$ cat src/rtl/apb_image_loader.sv
// APB write master that packs a pixel stream into words and loads them into the
// CatRecognizer register file. Optional pixel checksum: define LOADER_CHECKSUM_EN.
module apb_image_loader #(
  parameter int AMBA_WORD       = 24,
  parameter int AMBA_ADDR_WIDTH = 20,
  parameter int PIXEL_WIDTH     = 8,
  parameter int PIXELS_PER_WORD = 3,
  parameter int MAX_WORDS       = 4096,
  parameter int CTRL_ADDR       = 0,
  parameter int BASE_ADDR       = 1
) (
  input  logic                          clk,
  input  logic                          rst,
  input  logic                          start,
  input  logic [$clog2(MAX_WORDS):0]    num_words,
  input  logic                          pix_valid,
  input  logic [PIXEL_WIDTH-1:0]        pix_data,
  output logic                          pix_ready,
  output logic                          busy,
  output logic                          done,
  output logic                          PSEL,
  output logic                          PENABLE,
  output logic                          PWRITE,
  output logic [AMBA_ADDR_WIDTH-1:0]    PADDR,
  output logic [AMBA_WORD-1:0]          PWDATA,
  input  logic                          PREADY,
  output logic [15:0]                   checksum
);

  localparam int NW  = $clog2(MAX_WORDS) + 1;
  localparam int PCW = $clog2(PIXELS_PER_WORD + 1);

  typedef enum logic [2:0] {S_IDLE, S_CLR, S_FILL, S_WR, S_GO, S_DONE} state_t;
  typedef enum logic [1:0] {PH_SETUP, PH_ACCESS, PH_POST} phase_t;

  state_t                     state_q, state_d;
  phase_t                     phase_q, phase_d;
  logic [NW-1:0]              num_q, num_d;
  logic [NW-1:0]              word_idx_q, word_idx_d;
  logic [PCW-1:0]             pix_cnt_q, pix_cnt_d;
  logic [AMBA_WORD-1:0]       pack_q, pack_d;
  logic                       psel_q, psel_d;
  logic                       penable_q, penable_d;
  logic                       pwrite_q, pwrite_d;
  logic [AMBA_ADDR_WIDTH-1:0] paddr_q, paddr_d;
  logic [AMBA_WORD-1:0]       pwdata_q, pwdata_d;
  logic                       pix_ready_q, pix_ready_d;
  logic                       busy_q, busy_d;
  logic                       done_q, done_d;

  logic start_ok;
  logic accept;

  assign start_ok = start && (num_words != '0) && (num_words <= NW'(MAX_WORDS));
  assign accept   = pix_valid && pix_ready_q;

  always_comb begin
    state_d     = state_q;
    phase_d     = phase_q;
    num_d       = num_q;
    word_idx_d  = word_idx_q;
    pix_cnt_d   = pix_cnt_q;
    pack_d      = pack_q;
    psel_d      = psel_q;
    penable_d   = penable_q;
    paddr_d     = paddr_q;
    pwdata_d    = pwdata_q;
    pix_ready_d = pix_ready_q;
    busy_d      = busy_q;
    done_d      = 1'b0;

    case (state_q)
      S_IDLE: begin
        if (start_ok) begin
          state_d    = S_CLR;
          num_d      = num_words;
          word_idx_d = '0;
          pix_cnt_d  = '0;
          busy_d     = 1'b1;
          psel_d     = 1'b1;
          penable_d  = 1'b0;
          phase_d    = PH_SETUP;
          paddr_d    = AMBA_ADDR_WIDTH'(CTRL_ADDR);
          pwdata_d   = '0;
        end
      end

      S_FILL: begin
        if (accept) begin
          pack_d = {pack_q[AMBA_WORD-PIXEL_WIDTH-1:0], pix_data};
          if (pix_cnt_q == PCW'(PIXELS_PER_WORD - 1)) begin
            pix_cnt_d   = '0;
            pix_ready_d = 1'b0;
            state_d     = S_WR;
            psel_d      = 1'b1;
            penable_d   = 1'b0;
            phase_d     = PH_SETUP;
            paddr_d     = AMBA_ADDR_WIDTH'(BASE_ADDR) + AMBA_ADDR_WIDTH'(word_idx_q);
            pwdata_d    = pack_d;
          end else begin
            pix_cnt_d = pix_cnt_q + PCW'(1);
          end
        end
      end

      // CLR, WR and GO share one APB sequencer: setup, access (held on
      // PREADY low), then one idle cycle before the next state is chosen.
      S_CLR, S_WR, S_GO: begin
        case (phase_q)
          PH_SETUP: begin
            penable_d = 1'b1;
            phase_d   = PH_ACCESS;
          end
          PH_ACCESS: begin
            if (PREADY) begin
              psel_d    = 1'b0;
              penable_d = 1'b0;
              phase_d   = PH_POST;
              if (state_q == S_WR) word_idx_d = word_idx_q + NW'(1);
            end
          end
          default: begin
            case (state_q)
              S_CLR: begin
                state_d     = S_FILL;
                pix_ready_d = 1'b1;
              end
              S_WR: begin
                if (word_idx_q == num_q) begin
                  state_d   = S_GO;
                  psel_d    = 1'b1;
                  penable_d = 1'b0;
                  phase_d   = PH_SETUP;
                  paddr_d   = AMBA_ADDR_WIDTH'(CTRL_ADDR);
                  pwdata_d  = AMBA_WORD'(1);
                end else begin
                  state_d     = S_FILL;
                  pix_ready_d = 1'b1;
                end
              end
              default: state_d = S_DONE;
            endcase
          end
        endcase
      end

      S_DONE: begin
        done_d  = 1'b1;
        busy_d  = 1'b0;
        state_d = S_IDLE;
      end

      default: state_d = S_IDLE;
    endcase

    pwrite_d = psel_d;
  end

  always_ff @(posedge clk) begin
    if (rst) begin
      state_q     <= S_IDLE;
      phase_q     <= PH_SETUP;
      num_q       <= '0;
      word_idx_q  <= '0;
      pix_cnt_q   <= '0;
      pack_q      <= '0;
      psel_q      <= 1'b0;
      penable_q   <= 1'b0;
      pwrite_q    <= 1'b0;
      paddr_q     <= '0;
      pwdata_q    <= '0;
      pix_ready_q <= 1'b0;
      busy_q      <= 1'b0;
      done_q      <= 1'b0;
    end else begin
      state_q     <= state_d;
      phase_q     <= phase_d;
      num_q       <= num_d;
      word_idx_q  <= word_idx_d;
      pix_cnt_q   <= pix_cnt_d;
      pack_q      <= pack_d;
      psel_q      <= psel_d;
      penable_q   <= penable_d;
      pwrite_q    <= pwrite_d;
      paddr_q     <= paddr_d;
      pwdata_q    <= pwdata_d;
      pix_ready_q <= pix_ready_d;
      busy_q      <= busy_d;
      done_q      <= done_d;
    end
  end

`ifdef LOADER_CHECKSUM_EN
  logic [15:0] csum_q, csum_d;

  always_comb begin
    csum_d = csum_q;
    if (state_q == S_IDLE && start_ok) csum_d = '0;
    else if (accept)                   csum_d = csum_q + 16'(pix_data);
  end

  always_ff @(posedge clk) begin
    if (rst) csum_q <= '0;
    else     csum_q <= csum_d;
  end

  assign checksum = csum_q;
`else
  assign checksum = '0;
`endif

  assign PSEL      = psel_q;
  assign PENABLE   = penable_q;
  assign PWRITE    = pwrite_q;
  assign PADDR     = paddr_q;
  assign PWDATA    = pwdata_q;
  assign pix_ready = pix_ready_q;
  assign busy      = busy_q;
  assign done      = done_q;

endmodule

$ cat config.mk
export PLATFORM = sky130hd
export DESIGN_NAME = apb_image_loader
export DESIGN_NICKNAME = d
export VERILOG_FILES = /design/src/rtl/apb_image_loader.sv
export SDC_FILE = /design/constraint.sdc
export NUM_CORES = 1
export LEC_CHECK = 0
export CORE_MARGIN = 3
export CORE_UTILIZATION = 46
export DETAILED_ROUTE_END_ITERATION = 8
export GPL_ROUTABILITY_DRIVEN = 0
export PLACE_DENSITY = 0.78
export SYNTH_ARGS = -nofsm -noshare
export SYNTH_HDL_FRONTEND = slang
export SYNTH_SLANG_ARGS = --single-unit
$ cat constraint.sdc
create_clock -name clk -period 2.8 [get_ports clk]
set_input_delay 0.84 -clock clk [delete_from_list [all_inputs] [get_ports clk]]
set_output_delay 0.84 -clock clk [all_outputs]
set_load 0.03 [all_outputs]
Word level (Yosys, flattened, before mapping)
Cells that the tools add are included.
{ "classes": {"shift": 0, "add_sub_neg": 3, "reduce_logical": 23, "magnitude_cmp": 1, "eq_ne": 24, "n_mux": 58, "n_div": 0, "multipliers": 0, "bitwise": 0} }
{ "op_table": {"columns": ["op", "n"], "rows": [
  ["$mux W24", 6],
  ["$mux W20", 6],
  ["$pmux W24 S3", 1],
  ["$pmux W20 S3", 1],
  ["$mux W13", 4],
  ["$pmux W13 S2", 1],
  ["$ne A2 B2 Y1 const B", 9],
  ["$mux W2", 8],
  ["$mux W3", 5],
  ["$ne A3 B3 Y1 const B", 5],
  ["$add A1 B13 Y14 const A", 1],
  ["$mux W1", 14],
  ["$reduce_and A7 Y1", 2],
  ["$add A13 B1 Y13 const B", 1],
  ["$eq A13 B13 Y1", 1],
  ["$le A13 B13 Y1 const B", 1],
  ["$reduce_bool A13 Y1", 1],
  ["$pmux W1 S2", 5],
  ["$pmux W3 S3", 1],
  ["$ne A4 B4 Y1 const B", 2],
  ["$pmux W2 S2", 2],
  ["$reduce_and A8 Y1", 1],
  ["$reduce_bool A2 Y1", 4],
  ["$eq A3 B2 Y1 const B", 2],
  ["other kinds (19)", 25]
]} }
{ "totals": {"ram_bits": 0, "latchBits": 0, "output_inout_bits": 66, "inputBits": 26, "word_cells": 122, "rom_bits": 0, "ff_bits": 98, "memories": 0} }

Logic depth before layout (Yosys ltp)
{ "logic_depth": {"depth_word": 5, "mapped_depth": 9, "mapped_depth_nobuf": 6} }

Worst setup path before layout
Ideal clock, no wire load.
{ "synth_timing": {"kind": "in2reg", "from": "input num_words[7]", "to": "register paddr_q[13], in the netlist PADDR[13]", "t_arrival_ps": 2816, "setup_ps": 123, "path_stages": 6, "required_time_ps": 2677, "path_buffers": 1, "path_slack_ps": -140, "path_cell_list": "or4_4 or4_4 and3_1 a211o_1 buf_4 mux2_1"} }
{ "synth_via": {"elab_chain_cells": 5, "elab_cells_between_ends": 6, "classes_between": "order compare: 1; eq/ne: 1; reduce/logical: 4"} }
{ "synth_rtl": {"columns": ["element", "line_no", "source"], "rows": [
  ["start: declaration", "15", "input logic [$clog2(MAX_WORDS):0] num_words,"],
  ["parallel branches: the longest is 2 deep, another holds $le A13 B13 Y1", null, null],
  ["$logic_and A1 B1 Y1 (*)", "54", "assign start_ok = start && (num_words != '0) && (num_words <= NW'(MAX_WORDS));"],
  ["$ne A2 B2 Y1 (no line) (*)", null, null],
  ["$reduce_and A7 Y1 (no line) (*)", null, null],
  ["end signal: assignment", "185", "paddr_q <= paddr_d;"],
  ["end: declaration", "45", "logic [AMBA_ADDR_WIDTH-1:0] paddr_q, paddr_d;"]
]} }
Every way passes the cells marked *.
A chain may end at the register's enable or synchronous reset.

Worst setup path in the final report
{ "layout_timing": {"from": "input num_words[11]", "to": "register paddr_q[6], in the netlist PADDR[6]"} }
The elaborated chain is that of the path after synthesis.

==> results.md <==
- Avg Inst Size Synth: 8.43 sq um
- Leading area contributor after synthesis: dfxtp_1
- CP Launch Point: num_words[11]
- Req. time, crit path: 3070 ps
- Initial antenna violation count: 0
- Slew HR: 0.628
- Sequential area share after synthesis: 0.418
- DP Area: 5360 sq um
- Largest net degree at the start of global routing: 45
- Final min period: 2750 ps
- CP Capture Type: register
- Global-route wire length before repair: 17.8 mm
- Max Transition Viols Final: 0
- Clk_skew: 13.1 ps
- Setup WS pre-CTS: -555 ps
- PD cells: 644 nW/um^2
- Multi-input logic area: 2320 sq um
- # clock sinks: 92
- Depth of the CTS H-tree: 3
- Worst-Skew Late Latency: 380 ps
- Reg area: 1840 sq um
- First-pass DRT Iterations: 5
- Main synth FF type: dfxtp_1
- IO Pins: 92
- PortBufs: 69
- Final HPWL DP: 7.83 mm
- NumNets Final: 634
- Synthesized instance count: 523
- DIE AREA: 10800 sq um
- Cell Area, Synth: 4410 sq um
- Final Hold Vio Count: 0
- Hold Crit Start: PWDATA[6]$_SDFFE_PP0P_
- WL/cell: 14.9 um
- Highest Clock Rate: 364 MHz
- Critical path fanouts, max: 14
- Via count: 4003
- Deepest clock path buffer count: 2
- Top post-synthesis cells by count: 118 x nand2_1, 92 x dfxtp_1, 49 x mux2i_1, 29 x a21oi_1, 29 x clkbuf_1
- Final ANT Viol Nets: 0
- # rows: 35
- CTS buffer count: 9
- Slew @ Worst Pin: 557 ps
- GRT Util Overall: 0.197
- GRT overflow: 0
- Status: complete, no violations
- Synth async-reset ratio: 0
- Post-DR vias/cell: 5.41
- Antenna diodes: 0
- Die Y-Extent: 104 um
- FF-to-FF Start: word_idx_q[6]$_SDFFE_PP0P_
- Dpl cells: 723
- Post-synth EDFFs: 0
- Max cap viols: 0
- DRC errors left: 0
- Leak: 2.11 nW
- Die width: 104 um
- Fraction of layout cells with a size suffix above 1: 0.108
- Number of global-route vias before repair: 3842
- Area contributors post-synth: dfxtp_1 42%, mux2i_1 11%, nand2_1 10%, buf_4 4.1%, xnor2_1 4.0%
- Clock slew at the register clock pins of the worst setup and hold paths: 90 ps
- Maximum VDD drop: 0.367 mV
- Setup ws final: 51.7 ps
- Setup CP Type: in2reg
- Initial DRC Count: 332
- Register bit total from synthesis: 92
- Postcts setup bufs: 0
- Count leader, synth: nand2_1
- Arrival @ worst endpoint: 3010 ps
- Hold crit path type: reg2reg
- Fillers: 830
- Starting Density: 0.475
- Startpoint Class: primary input
- Root buffer cell: clkbuf_8
- Fin area: 5610 sq um
- RSZ-0062 raised after global routing: no
- Setup violators final: 0
- Final worst-path cycle share: 0.982
- Syn. warnings: 0
- Layout overhead on the synthesized area: 27.3%
- CTS tree: built
- Core ar.: 9280 sq um
- Share of the synthesized area in the top cell type: 0.418
- Post-synth cell types: 54
- Final WL: 11.0 mm
- Fin cells: 740
-- final cells by class --
| type | instances | share of cell area |
|---|---|---|
| multi-input cells | 387 | 0.414 |
| flip-flops and latches | 92 | 0.328 |
| repair buffers | 109 | 0.189 |
| well taps | 129 | 0.0288 |
| clock buffers | 9 | 0.0221 |
| clock inverters | 6 | 0.0132 |
| inverters | 8 | 0.00535 |
-- power by group --
part	internal [mW]	switching (mW)
registers	1.37	0.0861
clock network	0.418	0.500
logic	0.583	0.657
-- state kept, by name, summed over array words and instances (netlist names) --
| name | cells |
|---|---|
| PENABLE | 1 |
| phase_q | 2 |
| word_idx_q | 13 |
| done | 1 |
| state_q | 3 |
| pack_q | 16 |
| num_q | 13 |
| pix_ready | 1 |
| PWRITE | 1 |
| pix_cnt_q | 2 |
| PWDATA | 24 |
| busy | 1 |
| PADDR | 14 |
-- repair_timing --
item                                    CTS  global route
gates resized for setup                  17             0
hold buffers                              0             0
gates cloned                              2             0
endpoints found under the setup margin   51             8
pin swaps                                 5             2
-- worst max-delay path, cell delays in order --
cell and delay, ps:
dlygate4sd2_1 250, or4_4 540, or4_4 500, and3_4 200, a211o_4 360, buf_12 190
mux2i_1 120
-- cell families after synthesis --
| logic type | count (synthesis) | share of synthesized area |
|---|---|---|
| flops | 92 | 0.418 |
| buf+inv | 65 | 0.0798 |
| xor+xnor | 23 | 0.0457 |
| compound gates | 89 | 0.126 |
| fa+ha+maj | 1 | 0.00284 |
| other cells | 1 | 0.000851 |
| simple gates | 202 | 0.213 |
| mux | 50 | 0.114 |
-- metrics by stage --
stage / hold WS [ps] / setup TNS [ps] / util / power, mW
floorplan: 434 / -1110 / - / 2.27
global placement: 444 / -28820 / 0.577 / 2.55
detailed placement: 450 / -31230 / 0.577 / 2.58
CTS: 466 / 0 / 0.604 / 3.61
global route: 482 / 0 / 0.604 / 3.76
finish: 461 / 0 / 0.604 / 3.61
-- metal layers --
layer / track usage / share of wire / vias to the layer above
li1: - / - / 1936
met1: 0.228 / 0.41 / 1877
met2: 0.358 / 0.51 / 164
met3: 0.0466 / 0.064 / 26
met4: 0.0636 / 0.018 / 0
met5: 0 / 0 / -
-- placed cells by master (no fill, tap or decap), types with 2 or more instances in the layout --
master and count:
nand2_1 118, dfxtp_1 92, clkdlybuf4s50_1 58, mux2i_1 49, buf_4 35, a21oi_1 29, nor2_1 25, o21ai_0 23
conb_1 22, xnor2_1 20, nand4_1 9, nand3_1 9, clkbuf_8 9, dlygate4sd2_1 9, a311oi_1 7, inv_1 6
a31oi_1 6, nor2b_1 5, or4_4 4, nor3_1 4, nand2b_1 4, o31ai_1 4, and3_1 3, nand4b_1 3
o31a_1 3, xor2_1 3, and4_1 3, o211ai_1 3, buf_12 3, or4_1 2, a21boi_0 2, nor4_1 2
nand3b_1 2, and2_1 2, o32a_1 2, clkinvlp_4 2, buf_16 2, clkdlybuf4s15_1 2
-- worst paths after layout --
kind / slack, ps / cells after the start / to
min reg2reg: 460 / 2 / PWDATA[6]$_SDFFE_PP0P_
max: 50 / 7 / PADDR[6]$_SDFFE_PP0P_
min: 460 / 2 / PWDATA[6]$_SDFFE_PP0P_
max reg2reg: 380 / 6 / PADDR[6]$_SDFFE_PP0P_
Power figures use the tool's default switching activity.
